==> src/rtl/pi_ratio_divider_pkg.sv <==
`default_nettype none
// ============================================================================
//  Module      : pi_ratio_divider_pkg
//  Description : Shared widths, FSM state encoding and result helpers for the
//                pi ratio divider (4*inside/total as unsigned Q2.FRAC_W).
//                Contents:
//                  CNT_W    width of the sampler hit counters
//                  FRAC_W   fraction bits of the result
//                  RES_W    result width (FRAC_W + 2 integer bits)
//                  DIV_N    quotient bits produced, one per DIV cycle
//                  ITER_W   width of the DIV iteration counter
//                  state_t  IDLE / DIV / DONE encoding
//  Revision    : 1.0 - initial release
// ============================================================================
package pi_ratio_divider_pkg;

    localparam int CNT_W  = 10;
    localparam int FRAC_W = 6;
    localparam int RES_W  = FRAC_W + 2;
    localparam int DIV_N  = CNT_W + RES_W;
    localparam int ITER_W = $clog2(DIV_N);

    typedef enum logic [1:0] {
        ST_IDLE = 2'd0,
        ST_DIV  = 2'd1,
        ST_DONE = 2'd2
    } state_t;

    // Any quotient bit above the Q2.FRAC_W window means the ratio is >= 4.0.
    function automatic logic quot_overflow(input logic [DIV_N-1:0] quot);
        return |quot[DIV_N-1:RES_W];
    endfunction

    function automatic logic [RES_W-1:0] quot_clamp(input logic [DIV_N-1:0] quot);
        return quot_overflow(quot) ? {RES_W{1'b1}} : quot[RES_W-1:0];
    endfunction

endpackage : pi_ratio_divider_pkg
`default_nettype wire

==> src/rtl/pi_ratio_divider_if.sv <==
`default_nettype none
// ============================================================================
//  Module      : pi_ratio_divider_if
//  Description : Request/result bundle of the pi ratio divider.
//                master : start, cnt_total, cnt_inside   (requester drives)
//                slave  : busy, done, result, div_zero, sat (divider drives)
//  Revision    : 1.0 - initial release
// ============================================================================
interface pi_ratio_divider_if;
    import pi_ratio_divider_pkg::*;

    logic             start;
    logic [CNT_W-1:0] cnt_total;
    logic [CNT_W-1:0] cnt_inside;
    logic             busy;
    logic             done;
    logic [RES_W-1:0] result;
    logic             div_zero;
    logic             sat;

    modport master (
        output start, cnt_total, cnt_inside,
        input  busy, done, result, div_zero, sat
    );

    modport slave (
        input  start, cnt_total, cnt_inside,
        output busy, done, result, div_zero, sat
    );

endinterface : pi_ratio_divider_if
`default_nettype wire

==> src/rtl/pi_div_step.sv <==
`default_nettype none
// ============================================================================
//  Module      : pi_div_step
//  Description : One combinational restoring-division step.
//                rem_in  [W:0]   partial remainder (always < divisor)
//                bit_in          next dividend bit, MSB first
//                divisor [W-1:0]
//                rem_out [W:0]   updated remainder
//                q_bit           quotient bit produced by this step
//  Revision    : 1.0 - initial release
// ============================================================================
module pi_div_step
    import pi_ratio_divider_pkg::*;
#(
    parameter int W = CNT_W
) (
    input  wire logic [W:0]   rem_in,
    input  wire logic         bit_in,
    input  wire logic [W-1:0] divisor,
    output logic      [W:0]   rem_out,
    output logic              q_bit
);

    // rem_in < divisor < 2^W, so the shifted trial value fits W+1 bits and
    // rem_in[W] is normally zero. It still forces a subtract if ever set, and
    // the modulo-2^(W+1) difference stays correct in that case.
    logic [W:0] w_trial;

    assign w_trial = {rem_in[W-1:0], bit_in};
    assign q_bit   = rem_in[W] | (w_trial >= {1'b0, divisor});
    assign rem_out = q_bit ? (w_trial - {1'b0, divisor}) : w_trial;

endmodule : pi_div_step
`default_nettype wire

==> src/rtl/pi_ratio_divider.sv <==
`default_nettype none
// ============================================================================
//  Module      : pi_ratio_divider
//  Description : Iterative restoring divider producing the pi estimate
//                floor(4*inside*2^FRAC_W/total), saturated to all-ones,
//                one quotient bit per clock.
//                clk        rising-edge clock
//                rst_n      asynchronous active-low reset
//                bus.start/cnt_total/cnt_inside  request and operands
//                bus.busy   accepted request in flight (through done cycle)
//                bus.done   one-cycle pulse, result/flags updated this cycle
//                bus.result Q2.FRAC_W estimate, held between operations
//                bus.div_zero / bus.sat  status of the last operation
//  Revision    : 1.0 - initial release
// ============================================================================
module pi_ratio_divider
    import pi_ratio_divider_pkg::*;
(
    input  wire logic         clk,
    input  wire logic         rst_n,
    pi_ratio_divider_if.slave bus
);

    localparam logic [ITER_W-1:0] ITER_LAST = ITER_W'(DIV_N - 1);

    state_t             r_state;
    logic [ITER_W-1:0]  r_iter;
    logic [CNT_W-1:0]   r_divisor;
    logic [CNT_W:0]     r_rem;
    // Dividend bits leave at the top while quotient bits enter at the bottom;
    // after DIV_N steps the register holds the complete quotient.
    logic [DIV_N-1:0]   r_work;
    logic               r_busy;
    logic               r_done;
    logic [RES_W-1:0]   r_result;
    logic               r_div_zero;
    logic               r_sat;

    logic [CNT_W:0]     w_rem_next;
    logic               w_q;
    logic [DIV_N-1:0]   w_quot;

    pi_div_step #(
        .W (CNT_W)
    ) u_step (
        .rem_in  (r_rem),
        .bit_in  (r_work[DIV_N-1]),
        .divisor (r_divisor),
        .rem_out (w_rem_next),
        .q_bit   (w_q)
    );

    // Quotient including the bit being produced this cycle; on the last DIV
    // cycle this is final, so result and flags register on the DONE entry edge.
    assign w_quot = {r_work[DIV_N-2:0], w_q};

    always_ff @(posedge clk or negedge rst_n) begin
        if (!rst_n) begin
            r_state    <= ST_IDLE;
            r_iter     <= '0;
            r_divisor  <= '0;
            r_rem      <= '0;
            r_work     <= '0;
            r_busy     <= 1'b0;
            r_done     <= 1'b0;
            r_result   <= '0;
            r_div_zero <= 1'b0;
            r_sat      <= 1'b0;
        end else begin
            r_done <= 1'b0;
            case (r_state)
                ST_IDLE: begin
                    if (bus.start) begin
                        r_busy <= 1'b1;
                        if (bus.cnt_total == '0) begin
                            r_state    <= ST_DONE;
                            r_done     <= 1'b1;
                            r_result   <= '0;
                            r_div_zero <= 1'b1;
                            r_sat      <= 1'b0;
                        end else begin
                            r_state   <= ST_DIV;
                            r_divisor <= bus.cnt_total;
                            r_work    <= {bus.cnt_inside, {RES_W{1'b0}}};
                            r_rem     <= '0;
                            r_iter    <= '0;
                        end
                    end
                end
                ST_DIV: begin
                    r_rem  <= w_rem_next;
                    r_work <= w_quot;
                    r_iter <= r_iter + ITER_W'(1);
                    if (r_iter == ITER_LAST) begin
                        r_state    <= ST_DONE;
                        r_done     <= 1'b1;
                        r_result   <= quot_clamp(w_quot);
                        r_sat      <= quot_overflow(w_quot);
                        r_div_zero <= 1'b0;
                    end
                end
                ST_DONE: begin
                    r_state <= ST_IDLE;
                    r_busy  <= 1'b0;
                end
                default: begin
                    r_state <= ST_IDLE;
                    r_busy  <= 1'b0;
                end
            endcase
        end
    end

    assign bus.busy     = r_busy;
    assign bus.done     = r_done;
    assign bus.result   = r_result;
    assign bus.div_zero = r_div_zero;
    assign bus.sat      = r_sat;

endmodule : pi_ratio_divider
`default_nettype wire

==> src/flat_wrapper.sv <==
// flat-port wrapper written by rule: the top's interface ports become plain ports
module pi_ratio_divider_flat import pi_ratio_divider_pkg::*;
  (clk, rst_n, bus_start, bus_cnt_total, bus_cnt_inside, bus_busy, bus_done, bus_result, bus_div_zero, bus_sat);
  pi_ratio_divider_if bus_i ();
  input  wire logic clk;
  input  wire logic rst_n;
  input wire logic [$bits(bus_i.start)-1:0] bus_start;
  input wire logic [$bits(bus_i.cnt_total)-1:0] bus_cnt_total;
  input wire logic [$bits(bus_i.cnt_inside)-1:0] bus_cnt_inside;
  output wire logic [$bits(bus_i.busy)-1:0] bus_busy;
  output wire logic [$bits(bus_i.done)-1:0] bus_done;
  output wire logic [$bits(bus_i.result)-1:0] bus_result;
  output wire logic [$bits(bus_i.div_zero)-1:0] bus_div_zero;
  output wire logic [$bits(bus_i.sat)-1:0] bus_sat;
  assign bus_i.start = bus_start;
  assign bus_i.cnt_total = bus_cnt_total;
  assign bus_i.cnt_inside = bus_cnt_inside;
  assign bus_busy = bus_i.busy;
  assign bus_done = bus_i.done;
  assign bus_result = bus_i.result;
  assign bus_div_zero = bus_i.div_zero;
  assign bus_sat = bus_i.sat;
  pi_ratio_divider u_core (.clk(clk), .rst_n(rst_n), .bus(bus_i));
endmodule
==> config.mk <==
export PLATFORM = sky130hd
export DESIGN_NAME = pi_ratio_divider_flat
export DESIGN_NICKNAME = d
export VERILOG_FILES = /design/src/rtl/pi_ratio_divider_pkg.sv /design/src/rtl/pi_ratio_divider_if.sv /design/src/rtl/pi_div_step.sv /design/src/rtl/pi_ratio_divider.sv /design/src/flat_wrapper.sv
export SDC_FILE = /design/constraint.sdc
export NUM_CORES = 1
export LEC_CHECK = 0
export ABC_CLOCK_PERIOD_IN_PS = 2000
export BUFFER_PORTS_ARGS = -buffer_cell sky130_fd_sc_hd__buf_2
export CAP_MARGIN = 40
export CORE_MARGIN = 2
export CORE_UTILIZATION = 52
export CTS_CLUSTER_DIAMETER = 120
export CTS_CLUSTER_SIZE = 25
export DETAILED_ROUTE_END_ITERATION = 8
export GPL_TIMING_DRIVEN = 1
export PLACE_DENSITY = 0.82
export SLEW_MARGIN = 20
export SYNTH_ARGS = -nofsm -noshare
export SYNTH_HDL_FRONTEND = slang
export SYNTH_SLANG_ARGS = --single-unit
==> constraint.sdc <==
create_clock -name clk -period 2 [get_ports clk]
set_clock_uncertainty 0.1 [all_clocks]
set_input_delay 0.3 -clock clk [delete_from_list [all_inputs] [get_ports clk]]
set_output_delay 0.3 -clock clk [all_outputs]
set_load 0.1 [all_outputs]
==> metrics.csv, run 1 <==
stage,metric,value,unit
min_path,worst hold path class,in -> reg,
global_routing,Tot GR Track Use,0.266,
cells_and_area,layout cells sized above 1,0.342,
setup_path,critical-path cell list,ha_4 -> nor2b_4 -> o31a_1 -> o41ai_4 -> buf_4 -> o21ai_2 -> buf_6 -> mux2i_1 -> a22o_1,
place,PortBufs,34,
outcome,failing checks,negative setup slack,
clock_network,clk sink count,58,
sta,final count of hold timing violations,0,
clock_network,maximum clock path buffer count,2,
synth,cells after synthesis,286,
setup_path,WP data required,2120,ps
global_routing,grt ovf,0,
cells_and_area,Layout Cells excl Fill,449,
routing,DRT Pass-1 Iters,6,
synth,mapped cell area,0.00294,mm²
routing,Initial DRC Count,190,
clock_network,Inserted Clock Buffers,9,
setup_path,CP arrival,2410,ps
sta,Peak Freq,438,MHz
synth,"Async S/R FF share, synth",1.00,
setup_path,Critical Path Slowest Stage Cell,dfrtp_1,
synth,Yosys top cell area share,0.494,
cells_and_area,Area Growth Syn to Fin,33.1,%
die,Die X,79.1,µm
die,# rows,27,
synth,Yosys top cell by area,dfrtp_1,
synth,Synth top cells by count,"58 x dfrtp_1, 33 x nand2_1, 25 x inv_1, 20 x nor2_1, 20 x o21ai_0",
synth,Synth cell types,50,
synth,post-synthesis sequential area ratio,0.494,
setup_path,"slowest stage delay, CP",420,ps
sta,count of final max-slew check failures,0,
clock_network,root buf cell,clkbuf_8,
setup_path,critical-path maximum fanout,6,
place,HPWL after DPL,5370,µm
sta,Final Critical Period,2280,ps
routing,met2 wire len,4000,µm
setup_path,Worst Setup End Kind,flip-flop,
run,Max-cap violations,0,
synth,ys flop type,dfrtp_1,
die,placeable core region,0.00547,mm²
routing,Met3 Wirelength,419,µm
routing,via count,2551,
routing,antenna-violating nets left,0,
cells_and_area,ANT cells,0,
synth,Avg Inst Size Synth,10.3,µm²
setup_path,Startpoint Class,flip-flop,
routing,Residual DRC,0,
synth,Post-synth EDFFs,0,
clock_network,CTS tree,yes,
cells_and_area,fillers,388,
synth,most frequent cell after synthesis,dfrtp_1,
place,Placed Instances,431,
die,Die ar.,0.00626,mm²
routing,top routing layer used,met4,
global_routing,largest net degree at the start of global routing,59,
clock_network,clk_lat worst skew,340,ps
sta,Worst Max-Slew Pin Slew,542,ps
global_routing,first-pass GRT wire length,12600,µm
cells_and_area,Final nets,408,
routing,DR WL/cell,17.0,µm
sta,Final setup viols,13,
routing,drt total wl,7650,µm
die,IO Count,35,
synth,"Net Count, Synth",322,
sta,Tcrit/Tclk final,1.14,
sta,slew margin rel.,0.638,
sta,RSZ-0062 raised after global routing,true,
setup_path,Crit Path Class,reg -> reg,
global_routing,vias in the first global route,2669,
global_routing,initial antenna violation count,0,
clock_network,Worst-path clk slew,70,ps
clock_network,htree depth,3,
synth,Yosys reg bits,58,
routing,Via density,5.68,
synth,YS warnings,0,
sta,Final WS setup,-282,ps
routing,Metal-1 WL,3090,µm
outcome,outcome,finished with violations,
die,Starting Density,0.536,
synth,Area contributors post-synth,"dfrtp_1 49%, ha_1 5.1%, nand2_1 4.2%",
place,GPL Wtd Cong,0.889,
die,chip height,79.1,µm
==> area by class of cell <==
class | instances | area (µm²) | share of cell area
clock buffer | 11 | 141 | 0.0362
clock inverter | 5 | 77.6 | 0.0199
inverter | 25 | 93.8 | 0.0240
multi-input combinational | 190 | 1440 | 0.368
sequential | 58 | 1450 | 0.371
tap | 72 | 90.1 | 0.0231
timing repair buffer | 88 | 614 | 0.157
==> stage by stage <==
step | setup WS (ps) | cell area, µm² | utilization | TNS, ps | hold slack, ps
6_report | -282 | 3910 | 0.714 | -2840 | 79.3
5_1_grt | -363 | 3910 | 0.714 | -3980 | 89.7
4_1_cts | -308 | 3820 | 0.699 | -3120 | 71.2
3_5_place_dp | -290 | 3560 | 0.651 | -6930 | 228
3_3_place_gp | -231 | 3560 | 0.651 | -5700 | 227
2_1_floorplan | -208 | 2950 | - | -1030 | -95.6
==> cell families (layout without fill, tap and decap cells) <==
family / after synthesis / in the layout / synth area share
simple gates: 80 / 80 / 0.132
mux: 8 / 8 / 0.0277
flops: 58 / 58 / 0.494
fa+ha+maj: 13 / 13 / 0.0580
xor+xnor: 9 / 9 / 0.0269
buf+inv: 38 / 129 / 0.0529
compound gates: 80 / 80 / 0.208
==> cells in the final DEF, fill, tap and decap left out, drive strengths merged, types with 5 or more instances in the layout <==
cell     n
buf     87
dfrtp   58
nand2   33
inv     25
o21ai   22
nor2    20
ha      12
clkbuf  11
a21oi   10
a22o     9
a221o    8
a222oi   7
mux2i    7
xnor2    5
==> layer usage <==
layer	up-vias	track usage
met5	-	0
met4	0	0.0983
met3	14	0.0705
met2	73	0.452
met1	1262	0.325
li1	1202	-
==> repair_timing <==
item	in CTS	in global routing
pin swaps	4	7
resized for setup	8	12
endpoints found under the hold margin	58	0
hold buffers	1	0
setup endpoints to repair	25	13
buffers inserted	1	0
==> worst max-delay path, delay by kind of cell (launching register included) <==
kind	cells	cell delay (ps)
compound gates	4	820
flops	1	420
buf+inv	2	330
fa+ha+maj	1	260
simple gates	1	120
mux	1	110
==> flip-flops by register name, indices dropped and copies added, names as in the netlist <==
register / flops
u_core.r_rem: 11
u_core.bus.sat: 1
u_core.bus.busy: 1
u_core.r_work: 18
u_core.r_state: 2
u_core.r_iter: 5
u_core.bus.div_zero: 1
u_core.bus.done: 1
u_core.r_divisor: 10
u_core.bus.result: 8
==> final timing paths <==
kind                                        startpoint                              end  slack [ps]  cells after the start
min                                  bus_cnt_inside[1]     u_core.r_work[9]$_DFFE_PN0P_          80                      3
min in group asynchronous                        rst_n  u_core.r_divisor[7]$_DFFE_PN0P_         380                      3
max reg2reg                u_core.r_rem[0]$_DFFE_PN0P_      u_core.r_rem[1]$_DFFE_PN0P_        -280                      9
min reg2reg                u_core.bus.busy$_DFFE_PN0P_      u_core.bus.busy$_DFFE_PN0P_         400                      2
max                        u_core.r_rem[0]$_DFFE_PN0P_      u_core.r_rem[1]$_DFFE_PN0P_        -280                      9
max in group asynchronous                        rst_n      u_core.r_rem[1]$_DFFE_PN0P_        1160                      3
Power of run 1 is not shown: default switching activity piles up to over one toggle a cycle in this logic, so the estimate is an artifact.
==> inputs of run 2 (changes only) <==
--- a/config.mk
+++ b/config.mk
@@ -7,7 +7,6 @@
 export LEC_CHECK = 0
 export ABC_CLOCK_PERIOD_IN_PS = 2000
 export BUFFER_PORTS_ARGS = -buffer_cell sky130_fd_sc_hd__buf_2
-export CAP_MARGIN = 40
 export CORE_MARGIN = 2
 export CORE_UTILIZATION = 52
 export CTS_CLUSTER_DIAMETER = 120
@@ -15,6 +14,7 @@
 export DETAILED_ROUTE_END_ITERATION = 8
 export GPL_TIMING_DRIVEN = 1
 export PLACE_DENSITY = 0.82
+export REMOVE_ABC_BUFFERS = 1
 export SLEW_MARGIN = 20
 export SYNTH_ARGS = -nofsm -noshare
 export SYNTH_HDL_FRONTEND = slang
==> run 2 against run 1 <==
The flow still finishes with violations (negative setup slack). Via count decreased by 1.1%. Cell area shrank 1.1%. Setup slack got worse by 80 ps. Wire length fell by 4.5%. Fmax is 3.4% lower. Hold slack worse by 6.1 ps. Die area did not move. Utilization is 0.75 points lower. Sequential share of layout area rose by 0.40 points.
==> metrics.csv, run 2 (synthesized netlist as in run 1, its figures left out) <==
stage,metric,value,unit,change
outcome,outcome,finished with violations,,
outcome,failing checks,negative setup slack,,
global_routing,initial antenna violation count,0,,unchanged
place,HPWL after DPL,4730,µm,-12%
setup_path,Startpoint Class,flip-flop,,
setup_path,Reg-to-Reg End,u_core.r_rem[9]$_DFFE_PN0P_,,
cells_and_area,fillers,401,,+3.4%
global_routing,first-pass GRT wire length,11700,µm,-7.3%
setup_path,WP data required,2130,ps,about the same
cells_and_area,ANT cells,0,,unchanged
place,DP Area,0.00352,mm²,-1.3%
sta,slew margin rel.,0.674,,+0.0365
cells_and_area,Area Growth Syn to Fin,31.7,%,
routing,Residual DRC,0,,unchanged
setup_path,launch point of the worst reg-to-reg path,u_core.r_rem[0]$_DFFE_PN0P_,,
sta,Final WS setup,-362,ps,-79.7 ps
die,# rows,27,,unchanged
run,Max-cap violations,0,,unchanged
sta,Final Critical Period,2360,ps,+79.7 ps
cells_and_area,"most common cell after layout, fill and taps aside",dfrtp_1,,
global_routing,grt ovf,0,,unchanged
routing,Initial DRC Count,193,,+1.6%
die,placeable core region,0.00547,mm²,unchanged
cells_and_area,most frequent cells in the layout,"58 x dfrtp_1, 49 x buf_4, 34 x buf_2",,
sta,Peak Freq,423,MHz,-3.4%
setup_path,worst reg-to-reg path cell count,7,,-2
die,Die X,79.1,µm,unchanged
setup_path,Crit Path Class,reg -> reg,,
cells_and_area,share of the core filled with cells,0.706,,-0.00754
clock_network,clk_lat worst skew,340,ps,about the same
clock_network,htree depth,3,,unchanged
routing,antenna-violating nets left,0,,unchanged
place,GPL Wtd Cong,0.952,,+7.1%
global_routing,M1 GR Usage,0.295,,-0.0292
cells_and_area,Biggest register,u_core.r_work,,
cells_and_area,fin area,0.00387,mm²,-1.1%
clock_network,Worst-path clk slew,70,ps,about the same
routing,Via density,5.63,,-0.88%
clock_network,Inserted Clock Buffers,9,,unchanged
cells_and_area,max reg flops,18,,unchanged
die,Starting Density,0.536,,unchanged
sta,RSZ-0062 raised after global routing,true,,
global_routing,Tot GR Track Use,0.245,,-0.0210
clock_network,CTS tree,yes,,
place,PortBufs,34,,unchanged
clock_network,root buf cell,clkbuf_8,,
setup_path,worst reg-to-reg setup slack,-360,ps,-80 ps
cells_and_area,Final nets,407,,-0.25%
setup_path,critical-path maximum fanout,3,,-3
global_routing,M2 GR Usage,0.412,,-0.0398
routing,DRT Pass-1 Iters,5,,-1
setup_path,Worst Setup End Kind,flip-flop,,
global_routing,met3 GRT Util,0.0705,,unchanged
sta,Tcrit/Tclk final,1.18,,+0.0399
clock_network,clk sink count,58,,unchanged
sta,Worst Max-Slew Pin Slew,492,ps,-50.8 ps
setup_path,CP arrival,2500,ps,+90 ps
global_routing,GRT Max-Usage Layer,met2,,
clock_network,maximum clock path buffer count,2,,unchanged
routing,drt total wl,7300,µm,-4.5%
cells_and_area,Regs by FF count,"u_core.r_work x18, u_core.r_rem x11, u_core.r_divisor x10",,
routing,via count,2523,,-1.1%
setup_path,crit path launch,u_core.r_rem[0]$_DFFE_PN0P_,,
min_path,worst hold path class,in -> reg,,
routing,DR WL/cell,16.3,µm,-4.3%
setup_path,critical path capture point,u_core.r_rem[9]$_DFFE_PN0P_,,
sta,worst hold slack,73.2,ps,-6.10 ps
die,chip height,79.1,µm,unchanged
die,Die ar.,0.00626,mm²,unchanged
global_routing,vias in the first global route,2567,,-3.8%
sta,final count of hold timing violations,0,,unchanged
global_routing,largest net degree at the start of global routing,59,,unchanged
sta,count of final max-slew check failures,0,,unchanged
cells_and_area,layout cells sized above 1,0.330,,-0.0124
die,IO Count,35,,unchanged
sta,Final setup viols,13,,unchanged
## run 2: changes by cell type in the layout (fill, tap and decap cells not counted), sizes merged
cell / before / now
clkbuf: 11 / 12
buf: 87 / 86
clkinv: 2 / 1
bufinv: 2 / 1
clkinvlp: 1 / 2
## run 2: cell type report
| class | count | area, µm² | area share |
|---|---|---|---|
| timing repair buffer | 87 | 608 | 0.157 |
| sequential | 58 | 1450 | 0.375 |
| tap | 72 | 90.1 | 0.0233 |
| clock inverter | 4 | 50.0 | 0.0129 |
| clock buffer | 12 | 155 | 0.0401 |
| multi-input combinational | 190 | 1420 | 0.367 |
| inverter | 25 | 93.8 | 0.0243 |
## run 2: critical path: stages (launching register included)
cell,delay [ps]
dfrtp_1,390
ha_1,330
nor2b_4,140
o31a_1,290
o41ai_4,310
o21ai_2,110
or3_1,340
a32o_1,250
## run 2: worst min-delay path by stage
| stage | end | cells after the start | start | slack [ps] |
|---|---|---|---|---|
| final | u_core.r_work[9]$_DFFE_PN0P_ | 3 | bus_cnt_inside[1] | 70 |
| after global routing | u_core.r_work[9]$_DFFE_PN0P_ | 3 | bus_cnt_inside[1] | 70 |
| after CTS | u_core.r_work[9]$_DFFE_PN0P_ | 3 | bus_cnt_inside[1] | 60 |
| after detailed placement | u_core.r_rem[2]$_DFFE_PN0P_ | 2 | rst_n | 230 |
| after global placement | u_core.r_divisor[4]$_DFFE_PN0P_ | 2 | rst_n | 220 |
| after floorplan | u_core.bus.busy$_DFFE_PN0P_ | 0 | rst_n | -100 |
## run 2: timing repair
item,CTS,global route
pin swaps,1,5
endpoints found under the hold margin,58,0
setup buffers,2,4
cloned,0,0
gates resized for setup,15,9
endpoints found under the setup margin,31,22
hold buffers,1,0
## run 2: routing by layer
metal | up-vias | part of all wire
li1 | 1197 | -
met3 | 18 | 0.057
met5 | - | 0
met2 | 89 | 0.51
met4 | 0 | 0.019
met1 | 1219 | 0.41
## run 2: per-stage QoR
step | cells | worst slack, ps | TNS (ps)
after global routing | 448 | -402 | -3920
after global placement | 425 | -249 | -4600
after CTS | 444 | -274 | -2180
after floorplan | 273 | -291 | -3530
final | 448 | -362 | -2750
after detailed placement | 425 | -293 | -6780
Power of run 2 is left out for the same reason.
==> inputs of run 3 (changes only) <==
--- a/config.mk
+++ b/config.mk
@@ -7,6 +7,7 @@
 export LEC_CHECK = 0
 export ABC_CLOCK_PERIOD_IN_PS = 2000
 export BUFFER_PORTS_ARGS = -buffer_cell sky130_fd_sc_hd__buf_2
+export CORE_ASPECT_RATIO = 0.5
 export CORE_MARGIN = 2
 export CORE_UTILIZATION = 52
 export CTS_CLUSTER_DIAMETER = 120
==> run 3 against run 2 <==
Die area increased by 0.58%. Critical path depth increased by 3. Cell area increased by 6.8%. Cell count increased by 3.3%. Largest cell class is now multi-input combinational cells. Global-route usage increased by 7.2 points. Non-clock buffer count increased by 14. Hold slack improved by 10 ps. Via count increased by 20%. Fmax decreased by 3.2%. The flow still finishes with violations (negative setup slack).
==> metrics.csv, run 3 (synthesized netlist as in run 1, its figures left out) <==
stage,metric,value,unit,change
outcome,outcome,finished with violations,,
outcome,failing checks,negative setup slack,,
min_path,hold endpoint,u_core.r_work[9]$_DFFE_PN0P_,,
setup_path,Crit Path Class,reg -> reg,,
setup_path,Worst Setup End Kind,flip-flop,,
routing,Via density,6.56,,+16%
sta,Tcrit/Tclk final,1.22,,+0.0394
clock_network,htree depth,3,,unchanged
die,placeable core region,0.00547,mm²,about the same
die,Die ar.,0.00630,mm²,+0.58%
clock_network,clk sink count,58,,unchanged
global_routing,grt ovf,0,,unchanged
setup_path,Critical Path Slowest Stage Cell,dfrtp_1,,
die,Die X,110,µm,+39%
global_routing,M1 GR Usage,0.389,,+0.0932
clock_network,clk_lat worst skew,330,ps,about the same
routing,Residual DRC,0,,unchanged
cells_and_area,Biggest register,u_core.r_work,,
sta,slew margin rel.,0.608,,-0.0662
sta,final count of hold timing violations,0,,unchanged
min_path,Hold Crit Start,bus_cnt_inside[1],,
cells_and_area,most frequent cells in the layout,"62 x buf_4, 58 x dfrtp_1, 34 x buf_2",,
cells_and_area,layout cells sized above 1,0.372,,+0.0420
setup_path,WP data required,2070,ps,-60 ps
setup_path,critical-path cell list,inv_2 -> ha_4 -> nor2b_4 -> o31a_1 -> o41ai_4 -> buf_4 -> o21ai_4 -> buf_6 -> a2bb2oi_1 -> o21ai_0,,
place,PortBufs,34,,unchanged
clock_network,Worst-path clk slew,60,ps,about the same
setup_path,Reg-to-Reg End,u_core.r_rem[5]$_DFFE_PN0P_,,
sta,Final setup viols,20,,+7
run,Max-cap violations,0,,unchanged
setup_path,crit path launch,u_core.r_divisor[1]$_DFFE_PN0P_,,
clock_network,maximum clock path buffer count,2,,unchanged
global_routing,met3 GRT Util,0.0914,,+0.0210
clock_network,root buf cell,clkbuf_16,,
sta,count of final max-slew check failures,0,,unchanged
global_routing,Tot GR Track Use,0.316,,+0.0718
global_routing,initial antenna violation count,0,,unchanged
global_routing,largest net degree at the start of global routing,59,,unchanged
setup_path,critical-path maximum fanout,7,,+4
setup_path,worst reg-to-reg setup slack,-440,ps,-80 ps
die,chip height,57.1,µm,-28%
die,IO Count,35,,unchanged
global_routing,vias in the first global route,2955,,+15%
cells_and_area,Regs by FF count,"u_core.r_work x18, u_core.r_rem x11, u_core.r_divisor x10",,
routing,DRT Pass-1 Iters,8,,+3
setup_path,Startpoint Class,flip-flop,,
clock_network,Inserted Clock Buffers,9,,unchanged
setup_path,launch point of the worst reg-to-reg path,u_core.r_divisor[1]$_DFFE_PN0P_,,
die,Starting Density,0.537,,about the same
sta,Peak Freq,410,MHz,-3.2%
global_routing,GRT Max-Usage Layer,met2,,
min_path,worst hold path class,in -> reg,,
place,HPWL after DPL,5120,µm,+8.3%
sta,Worst Max-Slew Pin Slew,587,ps,+95.2 ps
cells_and_area,Area Growth Syn to Fin,40.7,%,
routing,Initial DRC Count,364,,+89%
cells_and_area,ANT cells,0,,unchanged
cells_and_area,max reg flops,18,,unchanged
cells_and_area,Final nets,421,,+3.4%
die,# rows,19,,-30%
min_path,hold path depth,3,,unchanged
cells_and_area,fillers,307,,-23%
sta,Final Critical Period,2440,ps,+78.9 ps
sta,RSZ-0062 raised after global routing,true,,
routing,DR WL/cell,22.3,µm,+37%
setup_path,"slowest stage delay, CP",390,ps,about the same
place,GPL Wtd Cong,0.892,,-6.2%
setup_path,CP arrival,2520,ps,+20 ps
routing,antenna-violating nets left,0,,unchanged
setup_path,Top Family by Delay on Critical Path,compound AO/OA/AOI/OAI gates,,
cells_and_area,share of the core filled with cells,0.755,,+0.0487
sta,Final WS setup,-441,ps,-78.9 ps
global_routing,M2 GR Usage,0.514,,+0.103
setup_path,CP bufs+invs,3,,+3
global_routing,first-pass GRT wire length,14700,µm,+26%
routing,drt total wl,10300,µm,+42%
cells_and_area,"most common cell after layout, fill and taps aside",buf_4,,
routing,via count,3037,,+20%
setup_path,worst reg-to-reg path cell count,10,,+3
clock_network,CTS tree,yes,,
-- run 3: metrics by stage --
stage                     worst slack (ps)  hold WS (ps)  std cells  TNS [ps]  area, µm²
after floorplan                       -291         -95.6        273     -3530       2870
after global placement                -219           219        435     -3240       3560
after detailed placement              -316           239        435     -5030       3560
after CTS                             -247          81.7        458     -2690       4030
after global routing                  -518          97.5        463     -5210       4130
final                                 -441          83.5        463     -4200       4130
-- run 3: area by class of cell --
class,count,area (µm²),share of cell area
multi-input combinational,190,1470,0.357
sequential,58,1450,0.352
timing repair buffer,101,699,0.169
clock buffer,10,229,0.0555
inverter,25,93.8,0.0227
clock inverter,6,91.3,0.0221
tap,73,91.3,0.0221
-- run 3: worst max path at each step --
stage                                            endpoint  depth (start not counted)
after floorplan           u_core.r_divisor[0]$_DFFE_PN0P_                          3
after global routing          u_core.r_rem[5]$_DFFE_PN0P_                         10
final                         u_core.r_rem[5]$_DFFE_PN0P_                         10
after global placement        u_core.r_rem[9]$_DFFE_PN0P_                          7
after CTS                     u_core.r_rem[1]$_DFFE_PN0P_                         10
after detailed placement     u_core.r_rem[10]$_DFFE_PN0P_                          9
-- run 3: metal layers --
metal | up-vias | routed length (µm) | share of wire
met1 | 1452 | 3800 | 0.37
li1 | 1229 | - | -
met3 | 78 | 1070 | 0.10
met2 | 278 | 4810 | 0.46
met4 | 0 | 664 | 0.064
met5 | - | 0 | 0
-- run 3: repair_timing --
action | 4_1_cts | 5_1_grt
hold buffers | 1 | 0
pin swaps | 12 | 13
endpoints found under the hold margin | 58 | 0
gates resized for setup | 21 | 14
setup endpoints to repair | 33 | 17
cloned | 0 | 0
setup buffers | 7 | 5
-- run 3: worst register-to-register path: stages (launching register included) --
cell and delay (ps):
dfrtp_1 390, inv_2 70, ha_4 280, nor2b_4 170
o31a_1 230, o41ai_4 90, buf_4 160, o21ai_4 150
buf_6 180, a2bb2oi_1 250, o21ai_0 200
Power of run 3 is left out for the same reason.
